`src/rtl/fcmp_result_stage.sv`:
```
// Result/writeback stage behind the single-precision FP comparator.
// Forms the FEQ/FLT/FLE/FMIN/FMAX result and buffers it in a 2-entry FIFO.
module fcmp_result_stage #(
    parameter int unsigned TAG_W = 7,
    parameter int unsigned XLEN  = 64
) (
    input  logic             clock,
    input  logic             reset,
    input  logic             flush,
    input  logic             in_valid,
    output logic             in_ready,
    input  logic [2:0]       in_op,
    input  logic [31:0]      in_a,
    input  logic [31:0]      in_b,
    input  logic             in_eq,
    input  logic             in_lt,
    input  logic [4:0]       in_fflags,
    input  logic [TAG_W-1:0] in_tag,
    output logic             out_valid,
    input  logic             out_ready,
    output logic [XLEN-1:0]  out_data,
    output logic [4:0]       out_fflags,
    output logic [TAG_W-1:0] out_tag
);

    localparam logic [2:0] OP_FEQ  = 3'd0;
    localparam logic [2:0] OP_FLT  = 3'd1;
    localparam logic [2:0] OP_FLE  = 3'd2;
    localparam logic [2:0] OP_FMIN = 3'd3;
    localparam logic [2:0] OP_FMAX = 3'd4;

    logic [XLEN-1:0]  data_q   [2];
    logic [4:0]       fflags_q [2];
    logic [TAG_W-1:0] tag_q    [2];
    logic [1:0]       count_q;
    logic             rd_ptr_q;
    logic             wr_ptr_q;

    logic             push;
    logic             pop;
    logic             a_nan;
    logic             b_nan;
    logic [31:0]      sel_val;
    logic [XLEN-1:0]  res_data;
    logic [4:0]       res_fflags;

    assign in_ready  = (count_q != 2'd2);
    assign out_valid = (count_q != 2'd0);
    assign push      = in_valid & in_ready & ~flush;
    assign pop       = out_valid & out_ready & ~flush;

    assign out_data   = out_valid ? data_q[rd_ptr_q]   : '0;
    assign out_fflags = out_valid ? fflags_q[rd_ptr_q] : '0;
    assign out_tag    = out_valid ? tag_q[rd_ptr_q]    : '0;

    // Signed-zero ordering comes from the eq & sign(a) term: min(-0,+0)=-0, max(-0,+0)=+0.
    always_comb begin
        a_nan      = (&in_a[30:23]) & (|in_a[22:0]);
        b_nan      = (&in_b[30:23]) & (|in_b[22:0]);
        sel_val    = '0;
        res_data   = '0;
        res_fflags = '0;
        case (in_op)
            OP_FEQ: begin
                res_data   = {{(XLEN-1){1'b0}}, in_eq};
                res_fflags = in_fflags;
            end
            OP_FLT: begin
                res_data   = {{(XLEN-1){1'b0}}, in_lt};
                res_fflags = in_fflags;
            end
            OP_FLE: begin
                res_data   = {{(XLEN-1){1'b0}}, in_lt | in_eq};
                res_fflags = in_fflags;
            end
            OP_FMIN, OP_FMAX: begin
                if (a_nan && b_nan)
                    sel_val = 32'h7FC0_0000;
                else if (a_nan)
                    sel_val = in_b;
                else if (b_nan)
                    sel_val = in_a;
                else if (in_op == OP_FMIN)
                    sel_val = (in_lt | (in_eq & in_a[31])) ? in_a : in_b;
                else
                    sel_val = (~in_lt & ~(in_eq & in_a[31])) ? in_a : in_b;
                res_data   = {{(XLEN-32){1'b1}}, sel_val};
                res_fflags = in_fflags;
            end
            default: begin
                res_data   = '0;
                res_fflags = '0;
            end
        endcase
    end

    always_ff @(posedge clock or negedge reset) begin
        if (!reset) begin
            count_q  <= '0;
            rd_ptr_q <= 1'b0;
            wr_ptr_q <= 1'b0;
            for (int unsigned i = 0; i < 2; i++) begin
                data_q[i]   <= '0;
                fflags_q[i] <= '0;
                tag_q[i]    <= '0;
            end
        end else if (flush) begin
            count_q  <= '0;
            rd_ptr_q <= 1'b0;
            wr_ptr_q <= 1'b0;
        end else begin
            if (push) begin
                data_q[wr_ptr_q]   <= res_data;
                fflags_q[wr_ptr_q] <= res_fflags;
                tag_q[wr_ptr_q]    <= in_tag;
                wr_ptr_q           <= ~wr_ptr_q;
            end
            if (pop)
                rd_ptr_q <= ~rd_ptr_q;
            case ({push, pop})
                2'b10:   count_q <= count_q + 2'd1;
                2'b01:   count_q <= count_q - 2'd1;
                default: count_q <= count_q;
            endcase
        end
    end

endmodule

```
`config.mk`:
```
export PLATFORM = sky130hd
export DESIGN_NAME = fcmp_result_stage
export DESIGN_NICKNAME = d
export VERILOG_FILES = /design/src/rtl/fcmp_result_stage.sv
export SDC_FILE = /design/constraint.sdc
export NUM_CORES = 1
export LEC_CHECK = 0
export CELL_PAD_IN_SITES_DETAIL_PLACEMENT = 0
export CELL_PAD_IN_SITES_GLOBAL_PLACEMENT = 1
export CORE_ASPECT_RATIO = 0.8
export CORE_MARGIN = 1.5
export CORE_UTILIZATION = 37
export DETAILED_ROUTE_END_ITERATION = 7
export HOLD_SLACK_MARGIN = 0.06
export PLACE_DENSITY_LB_ADDON = 0.1
export SLEW_MARGIN = 20
export SYNTH_ARGS = -nofsm -noshare
export SYNTH_HDL_FRONTEND = slang
export SYNTH_SLANG_ARGS = --single-unit
export TNS_END_PERCENT = 100
```
`constraint.sdc`:
```
create_clock -name clock -period 10 [get_ports clock]
set_clock_uncertainty 0.15 [all_clocks]
set_input_delay 3 -clock clock [delete_from_list [all_inputs] [get_ports clock]]
set_output_delay 3 -clock clock [all_outputs]
set_load 0.01 [all_outputs]
```
==> summary.md <==
## Run status
- finished clean — result of the run

## Finish
- sky130_fd_sc_hd__clkdlybuf4s50_1 — leading cell type in the layout, fill and taps excluded
- 2190 um2 — area of the multi-input gates
- 704 — Final #Nets
- sky130_fd_sc_hd__clkdlybuf4s50_1 (162), sky130_fd_sc_hd__dfrtp_1 (93), sky130_fd_sc_hd__mux2i_1 (70), sky130_fd_sc_hd__nand2_1 (70), sky130_fd_sc_hd__nor2_1 (56) — most frequent cells in the layout
- 1154 — Fillers
- 798 — non-filler instance count after layout
- 2350 um2 — Seq. cell area
- 7.70% — layout cells sized above 1
- 0 — number of diodes added for antenna fixing
- 38.2% — area added between synthesis and finish

## Global route
- 20.2% — total global routing track utilization
- 4255 — number of global-route vias before repair
- 0 — GRT Residual Overflow
- 21900 um — global-route wire length before repair
- 0 — initial antenna violation count
- 55 — maximum number of pins on one net before global-route repair

## Critical path
- count_q[1] — startpoint of the worst register-to-register path
- 7.67 ns — flop-to-flop setup slack
- 6.85 ns — endpoint required time on the critical path
- 38 — highest fanout seen on the critical path
- output port — kind of end point of the critical path
- 6 — path depth of the worst reg2reg path
- flop to output port — Critical Setup Path Class
- data_q[64] — destination of the worst register-to-register timing path
- flop — kind of launch point of the worst setup path
- 2.76 ns — signal arrival time at the worst endpoint

## Floorplanning
- 12900 um2 — area of the core region
- 164 — number of top-level design ports
- 132 um — Die X-Extent
- 14000 um2 — Total Die Area
- 37 — row count
- 106 um — Die Height
- 38.1% — initial core utilization

## Timing
- 50.6% — worst rel slew slack
- 4.09 ns — setup ws final
- 0.327 ns — WHS
- 0 — number of setup violations in the final report
- false — RSZ-0062 raised after global routing
- 5.91 ns — crit path time final
- 0.169 GHz — maximum clock frequency
- 0 ns — sum of negative setup slack
- 0 — max-slew violation count
- 0.738 ns — actual slew at the worst max-slew pin
- 59.1% — fraction of the cycle the final worst path needs
- 0 — final hold violation count

## Clock network
- 3 — maximum level of the CTS H-tree
- 94 — clock sink count
- 0.34 ns — clock latency at the later pin of the worst-skew pair
- sky130_fd_sc_hd__clkbuf_16 — CTS root buf
- 0 — number of hold-repair buffers added at the cts stage
- 9 — Inserted Clock Buffers
- 0 — number of gates resized after CTS
- built — clock tree from TritonCTS
- 2 — maximum count of clock buffers along a single path
- 0.06 ns — clock-pin slew reported for the worst setup and hold paths after clock tree synthesis
- 0 — Post-CTS Setup Inserts

## Drt
- 214 — number of DRC markers in iteration 0
- 17.2 um — routed length per instance
- 0 — remaining routing DRC violations
- 4 — drt pass-1 iters
- 5.15 — detailed-route vias per instance
- 13700 um — total wirelength of the detailed-routed design
- 4109 — vias
- 0 — count of nets left with antenna violations after detail routing

## Min path
- data_q[88] — startpoint of the worst hold path
- 2 — Hold Path Cell Cnt
- flop to flop — worst hold-check path type
- data_q[88] — hold worst-path end

## Power and ir drop
- 166 nW/um2 — Power per Cell Area
- 94.8 uV — maximum resistive drop on vdd
- 2.81 nW — reported leakage power

## Synthesis
- 4920 um2 — total standard cell area after synthesis
- 0 — number of enable flip-flop cells after synthesis
- 581 — syn_nets
- 100% — share of async-settable or async-resettable flops after synthesis
- 39 — Yosys cell types
- 495 — synthesized instance count
- sky130_fd_sc_hd__dfrtp_1 — main flop type after synthesis
- 0 — Yosys warnings
- 9.94 um2 — Avg Inst Size Synth
- 47.8% — sequential fraction of the synthesis area
- 94 — number of synthesized register bits

## Place
- 0.839 — gpl congestion
- 163 — number of buffers inserted by port buffering
- 9460 um — half-perimeter wire length after placement
- 3.88 ns — placement-stage worst setup slack
- 782 — total placed cells including tap cells

## Flow run
- 0 — max cap viols

layout make-up:
class	instances	share of cell area, %
inverters	1	0.0552
flip-flops and latches	94	34.6
clock buffers	10	3.37
repair buffers	171	24.8
clock inverters	6	1.62
multi-input cells	341	32.3
well taps	175	3.22
per-layer routing:
metal,vias up,wire length (um),GRT usage (%)
met2,142,6320,33.1
met1,2012,6540,26.5
met3,9,693,5.48
met4,0,138,5.16
li1,1946,-,-
met5,-,0,0
synth_stat cells, types with 2 or more instances:
master	n	share of area (%)
sky130_fd_sc_hd__a21oi_1	4	0.41
sky130_fd_sc_hd__nor2_1	57	4.4
sky130_fd_sc_hd__a21o_1	3	0.46
sky130_fd_sc_hd__clkbuf_1	13	0.99
sky130_fd_sc_hd__buf_6	5	1.1
sky130_fd_sc_hd__nor4_1	10	1.3
sky130_fd_sc_hd__buf_2	8	0.81
sky130_fd_sc_hd__a22o_1	14	2.5
sky130_fd_sc_hd__nor3_1	2	0.20
sky130_fd_sc_hd__o21ai_0	34	3.5
sky130_fd_sc_hd__o21ai_2	2	0.36
sky130_fd_sc_hd__o22a_1	7	1.2
sky130_fd_sc_hd__dfrtp_1	94	48
sky130_fd_sc_hd__o21ai_1	23	2.3
sky130_fd_sc_hd__o31ai_1	4	0.61
sky130_fd_sc_hd__mux2_2	14	3.2
sky130_fd_sc_hd__buf_4	31	4.7
sky130_fd_sc_hd__xor2_1	4	0.71
sky130_fd_sc_hd__o221ai_1	2	0.36
sky130_fd_sc_hd__buf_1	2	0.15
sky130_fd_sc_hd__nand2_1	70	5.3
sky130_fd_sc_hd__mux2i_1	70	14
sky130_fd_sc_hd__nand4_1	6	0.76
kinds of logic after synthesis:
family,Yosys count,share of synthesized area [%]
buffers and inverters,60,7.91
muxes,84,17.5
DFF,94,47.8
AOI/OAI and AO/OA,98,12.6
and+or+nand+nor,155,13.5
xor gates and xnor gates,4,0.712
registers in the layout, summed over array words and instances (netlist names):
| signal | count |
|---|---|
| count_q | 2 |
| wr_ptr_q | 1 |
| rd_ptr_q | 1 |
| fflags_q | 10 |
| tag_q | 14 |
| data_q | 66 |
stage by stage:
| stage | power, mW | instance area (um2) | utilization [%] |
|---|---|---|---|
| 4_1_cts | 1.14 | 6790 | 52.6 |
| 5_1_grt | 1.19 | 6800 | 52.6 |
| 3_3_place_gp | 0.742 | 6450 | 49.9 |
| 3_5_place_dp | 0.751 | 6450 | 49.9 |
| 6_report | 1.13 | 6800 | 52.6 |
| 2_1_floorplan | 0.635 | 4920 | - |
worst max-delay path, stage by stage, from the launching register on:
cell and delay, ns:
sky130_fd_sc_hd__dfrtp_2 0.54, sky130_fd_sc_hd__buf_4 0.65, sky130_fd_sc_hd__mux2i_1 0.16, sky130_fd_sc_hd__nor2_1 0.16, sky130_fd_sc_hd__buf_4 0.29, sky130_fd_sc_hd__clkdlybuf4s50_1 0.59
how the worst max path moves through the flow:
stage / start / endpoint / slack [ns]
detailed placement: in_b[17] / data_q[64] / 3.88
finish: rd_ptr_q / out_data[42] / 4.09
global placement: in_b[17] / data_q[64] / 3.88
floorplan: rd_ptr_q / out_data[33] / 4.36
global route: rd_ptr_q / out_data[32] / 3.87
CTS: rd_ptr_q / out_data[42] / 4.05
power breakdown:
group          internal, mW  switching [mW]  total (mW)  leakage (nW)
registers             0.444          0.0341       0.478          1.24
logic                 0.139           0.123       0.263          1.42
clock network         0.244           0.144       0.387         0.159
total                 0.827           0.301        1.13          2.81
Power figures use the tool's default switching activity.
==> edit 1 (same settings) <==
Reset style: synchronous (`reset`), changed in one clocked block.
--- a/src/rtl/fcmp_result_stage.sv
+++ b/src/rtl/fcmp_result_stage.sv
@@ -96,3 +96,3 @@
 
-    always_ff @(posedge clock or negedge reset) begin
+    always_ff @(posedge clock) begin
         if (!reset) begin
Check against the original RTL: differs if reset is asserted again (counterexample within 4 cycles, from zero or initial values and one cycle with reset low); with reset held inactive, the same outputs for 4 cycles.
==> edit 1 against the unedited design <==
- critical endpoint is now out_data[45]
- wire length down 11%
- critical path type unchanged
- sequential cell count up 1
- design area up 0.50%
- via count down 13%
- critical path depth unchanged
- setup slack worse by 0.046 ns
- synthesized area up 1.7%
- synthesized cell count down 12%
- utilization down 0.11 points
Power is not compared: it rests on default switching activity, and its combinational part moved more than twofold at a synthesized area within 25%.
==> edit 1: results (changes against the unedited design) <==
status complete, no violations; Rel. slew slack 0.378 (-0.128); DR iter-0 viols 148 (-31%); fraction of layout cells with a size suffix above 1 0.0581 (-0.0189); vias in the first global route 3521 (-17%); via density per instance 4.82 (-6.4%); worst-path maximum fanout 32 (-16%); Area after DPL 6530 um^2 (+1.1%); largest net degree at the start of global routing 33 (-40%); dpl ws 3.90 ns (+0.0196 ns); final WL 12200 um (-11%); synthesized net count 523 (-10%); final std cells w/o fill 743 (-6.9%); met2 Use GR 0.301 (-0.0300); post-DP HPWL 8590 um (-9.2%); first-pass GRT wire length 18800 um (-14%); Ant. Diodes 0 (unchanged); cell at the slowest stage of the critical path dfxtp_2; Post-synth top cells nor2_1 (128), edfxtp_1 (90), mux2i_1 (76), buf_4 (31), and2_1 (14); FF+latch area 2800 um^2 (+19%); R2R Setup Slk 7.08 ns (-0.59 ns); post-synthesis sequential area ratio 0.560 (+0.0820); crit-path max cell delay 0.79 ns (+0.14 ns); Fillers 1141 (-1.1%); Cell variety after synth 33 (-15%); Post-synth EDFFs 90 (+90); ys async rst share 0 (-1.00); HP Start rd_ptr_q; Layout Nets 650 (-7.7%); cell total after placement 727 (-7.0%); M1 GR Usage 0.219 (-0.0464); Post-Synthesis Cells 436 (-12%); HP Class flop to flop; Tot GR Track Use 0.176 (-0.0258); worst hold slack 0.358 ns (+0.0310 ns); GPL Wtd Cong 0.796 (-5.2%); met3 GRT Util 0.0482 (-0.00661); top cells by area, synth edfxtp_1 (54%), mux2i_1 (15%), nor2_1 (9.6%)
==> edit 1: worst max-delay path by stage <==
stage / cells past startpoint / slack [ns] / end
detailed placement: 6 / 3.90 / data_q[0][0]
finish: 5 / 4.05 / out_data[45]
CTS: 5 / 3.97 / out_data[38]
global route: 5 / 3.81 / out_data[35]
global placement: 6 / 3.99 / data_q[0][0]
floorplan: 3 / 2.74 / data_q[0][0]
==> edit 1: final cells by class <==
type,count,area share
well taps,175,0.0321
clock buffers,11,0.0341
inverters,4,0.00220
flip-flops and latches,95,0.410
multi-input cells,284,0.265
repair buffers,169,0.245
clock inverters,5,0.0108
==> edit 1: critical path: cells and delay by family, from the launching register on <==
| family | cells | cell delay, ns |
|---|---|---|
| buffers and inverters | 3 | 1.39 |
| and+or+nand+nor | 1 | 0.11 |
| DFF | 1 | 0.79 |
| muxes | 1 | 0.15 |
==> edit 1: cell families after synthesis <==
family / count (synthesis) / synth area share
buffers and inverters: 57 / 0.0820
multiplexers: 76 / 0.152
adder cells (fa/ha/maj): 1 / 0.00250
AND/OR/NAND/NOR: 187 / 0.173
XOR/XNOR: 6 / 0.0105
AO/OA/AOI/OAI: 14 / 0.0198
flip-flops: 95 / 0.560
==> edit 1: power groups by stage <==
| stage | combinational (mW) | clock, mW | sequential [mW] |
|---|---|---|---|
| after global placement | 0.126 | 0 | 0.470 |
| after CTS | 0.126 | 0.363 | 0.462 |
| final | 0.124 | 0.356 | 0.462 |
| after global routing | 0.135 | 0.381 | 0.464 |
| after detailed placement | 0.126 | 0 | 0.471 |
| after floorplan | 0.0635 | 0 | 0.470 |
==> edit 1: routing by layer <==
metal	wire length, um	part of all wire
met1	5280	0.43
met2	6070	0.50
met3	756	0.062
met4	144	0.012
met5	0	0
==> edit 2 (same flow settings) <==
Made on the original files. `TAG_W`: 7 -> 9.
--- a/src/rtl/fcmp_result_stage.sv
+++ b/src/rtl/fcmp_result_stage.sv
@@ -3,3 +3,3 @@
 module fcmp_result_stage #(
-    parameter int unsigned TAG_W = 7,
+    parameter int unsigned TAG_W = 9,
     parameter int unsigned XLEN  = 64
Ports: changed (resized in_tag and out_tag); port bits go from 164 to 168. The function was not compared with the original's and may differ.
==> edit 2 against the unedited design <==
- sequential cell count rose by 4
- largest cell class unchanged
- clock power fell by 9.3%
- synthesized area increased by 4.0%
- critical path depth shrank 1
- utilization down 1.0 points
- power fell by 0.50%
- design area up 2.5%
- setup slack worse by 0.024 ns
- wire length about the same
- combinational power is 4% higher
- global-route usage decreased by 1.1 points
==> edit 2: results (changes against the unedited design) <==
status complete, no violations; Synth Area in Compound Gates 0.0935 (-0.0330); DR vias 4193 (+2.0%); worst-path maximum fanout 32 (-16%); xor-xnor portion of the synthesized cell area 0.00685 (-0.000272); fraction of layout cells with a size suffix above 1 0.0781 (+0.00105); Leakage 2.91 nW (+3.6%); post-synthesis sequential area ratio 0.480 (+0.00132); Layout Nets 736 (+4.5%); HP Start fflags_q[4]; Worst VDD drop 0.0898 mV (-5.3%); synthesized net count 614 (+5.7%); DR iter-0 viols 161 (-25%); post-synthesis mux area share 0.194 (+0.0198); worst reg2reg path startpoint count_q[0]; Arr. time, crit path 2.78 ns (+0.02 ns); Routed WL per cell 16.4 um (-4.3%); largest net degree at the start of global routing 59 (+7.3%); Post-synth top cells dfrtp_1 (98), nand2_1 (87), mux2i_1 (79), o21ai_1 (61), nor2_1 (59); Tot GR Track Use 0.191 (-0.0106); Area after DPL 6660 um^2 (+3.3%); Port Buf Inserts 167 (+2.5%); top cells by area, synth dfrtp_1 (48%), mux2i_1 (15%), nand2_1 (6.4%); largest registers data_q x66, tag_q x18, fflags_q x10; Worst Setup SP count_q[1]; Cell variety after synth 40 (+2.6%)
edit 2: path summary, 6_finish.rpt:
check	slack, ns	cells past startpoint	end
max reg2reg	7.61	6	data_q[86]
max in group asynchronous	6.05	2	rd_ptr_q
max	4.07	4	out_data[44]
min reg2reg	0.33	2	fflags_q[4]
min	0.33	2	fflags_q[4]
min in group asynchronous	2.47	1	tag_q[13]
edit 2: final cells by class:
| type | count | area, um^2 |
|---|---|---|
| Tap cell | 180 | 225 |
| Multi-Input combinational cell | 365 | 2270 |
| Inverter | 2 | 7.51 |
| Sequential cell | 98 | 2450 |
| Timing Repair Buffer | 172 | 1710 |
| Fill cell | 1257 | 6540 |
| Clock buffer | 10 | 239 |
| Clock inverter | 6 | 65.1 |
edit 2: critical path, stage by stage (launching register included):
cell and delay, ns:
dfrtp_1 0.47, nor2_4 0.18, buf_4 0.29, nor2_2 0.78
clkdlybuf4s50_1 0.70
edit 2: kinds of logic (layout without fill, tap and decap cells):
kind of cell              Yosys count  in the layout
and+or+nand+nor                   177            177
DFF                                98             98
muxes                              97             97
AOI/OAI and AO/OA                  87             87
buffers and inverters              63            190
xor gates and xnor gates            4              4
edit 2: through the flow:
stage | utilization | setup slack (ns) | instances | total power, mW | hold slack, ns
after CTS | 0.516 | 3.99 | 833 | 1.14 | 0.336
after global routing | 0.516 | 3.82 | 833 | 1.19 | 0.356
after detailed placement | 0.493 | 3.87 | 817 | 0.784 | 0.321
final | 0.516 | 4.07 | 833 | 1.12 | 0.332
after global placement | 0.493 | 4.04 | 817 | 0.775 | 0.308
after floorplan | - | 4.40 | 526 | 0.665 | 0.296
edit 2: metal layers:
metal	share of wire	GRT usage	up-vias
met3	0.051	0.0483	14
met1	0.45	0.246	2047
met5	0	0	-
met2	0.49	0.327	116
met4	0.010	0.0438	0
li1	-	-	2016
edit 2: report_power, final:
part | switching, mW | internal (mW)
Clock | 0.150 | 0.201
Sequential | 0.0344 | 0.464
Combinational | 0.129 | 0.144
Total | 0.314 | 0.809
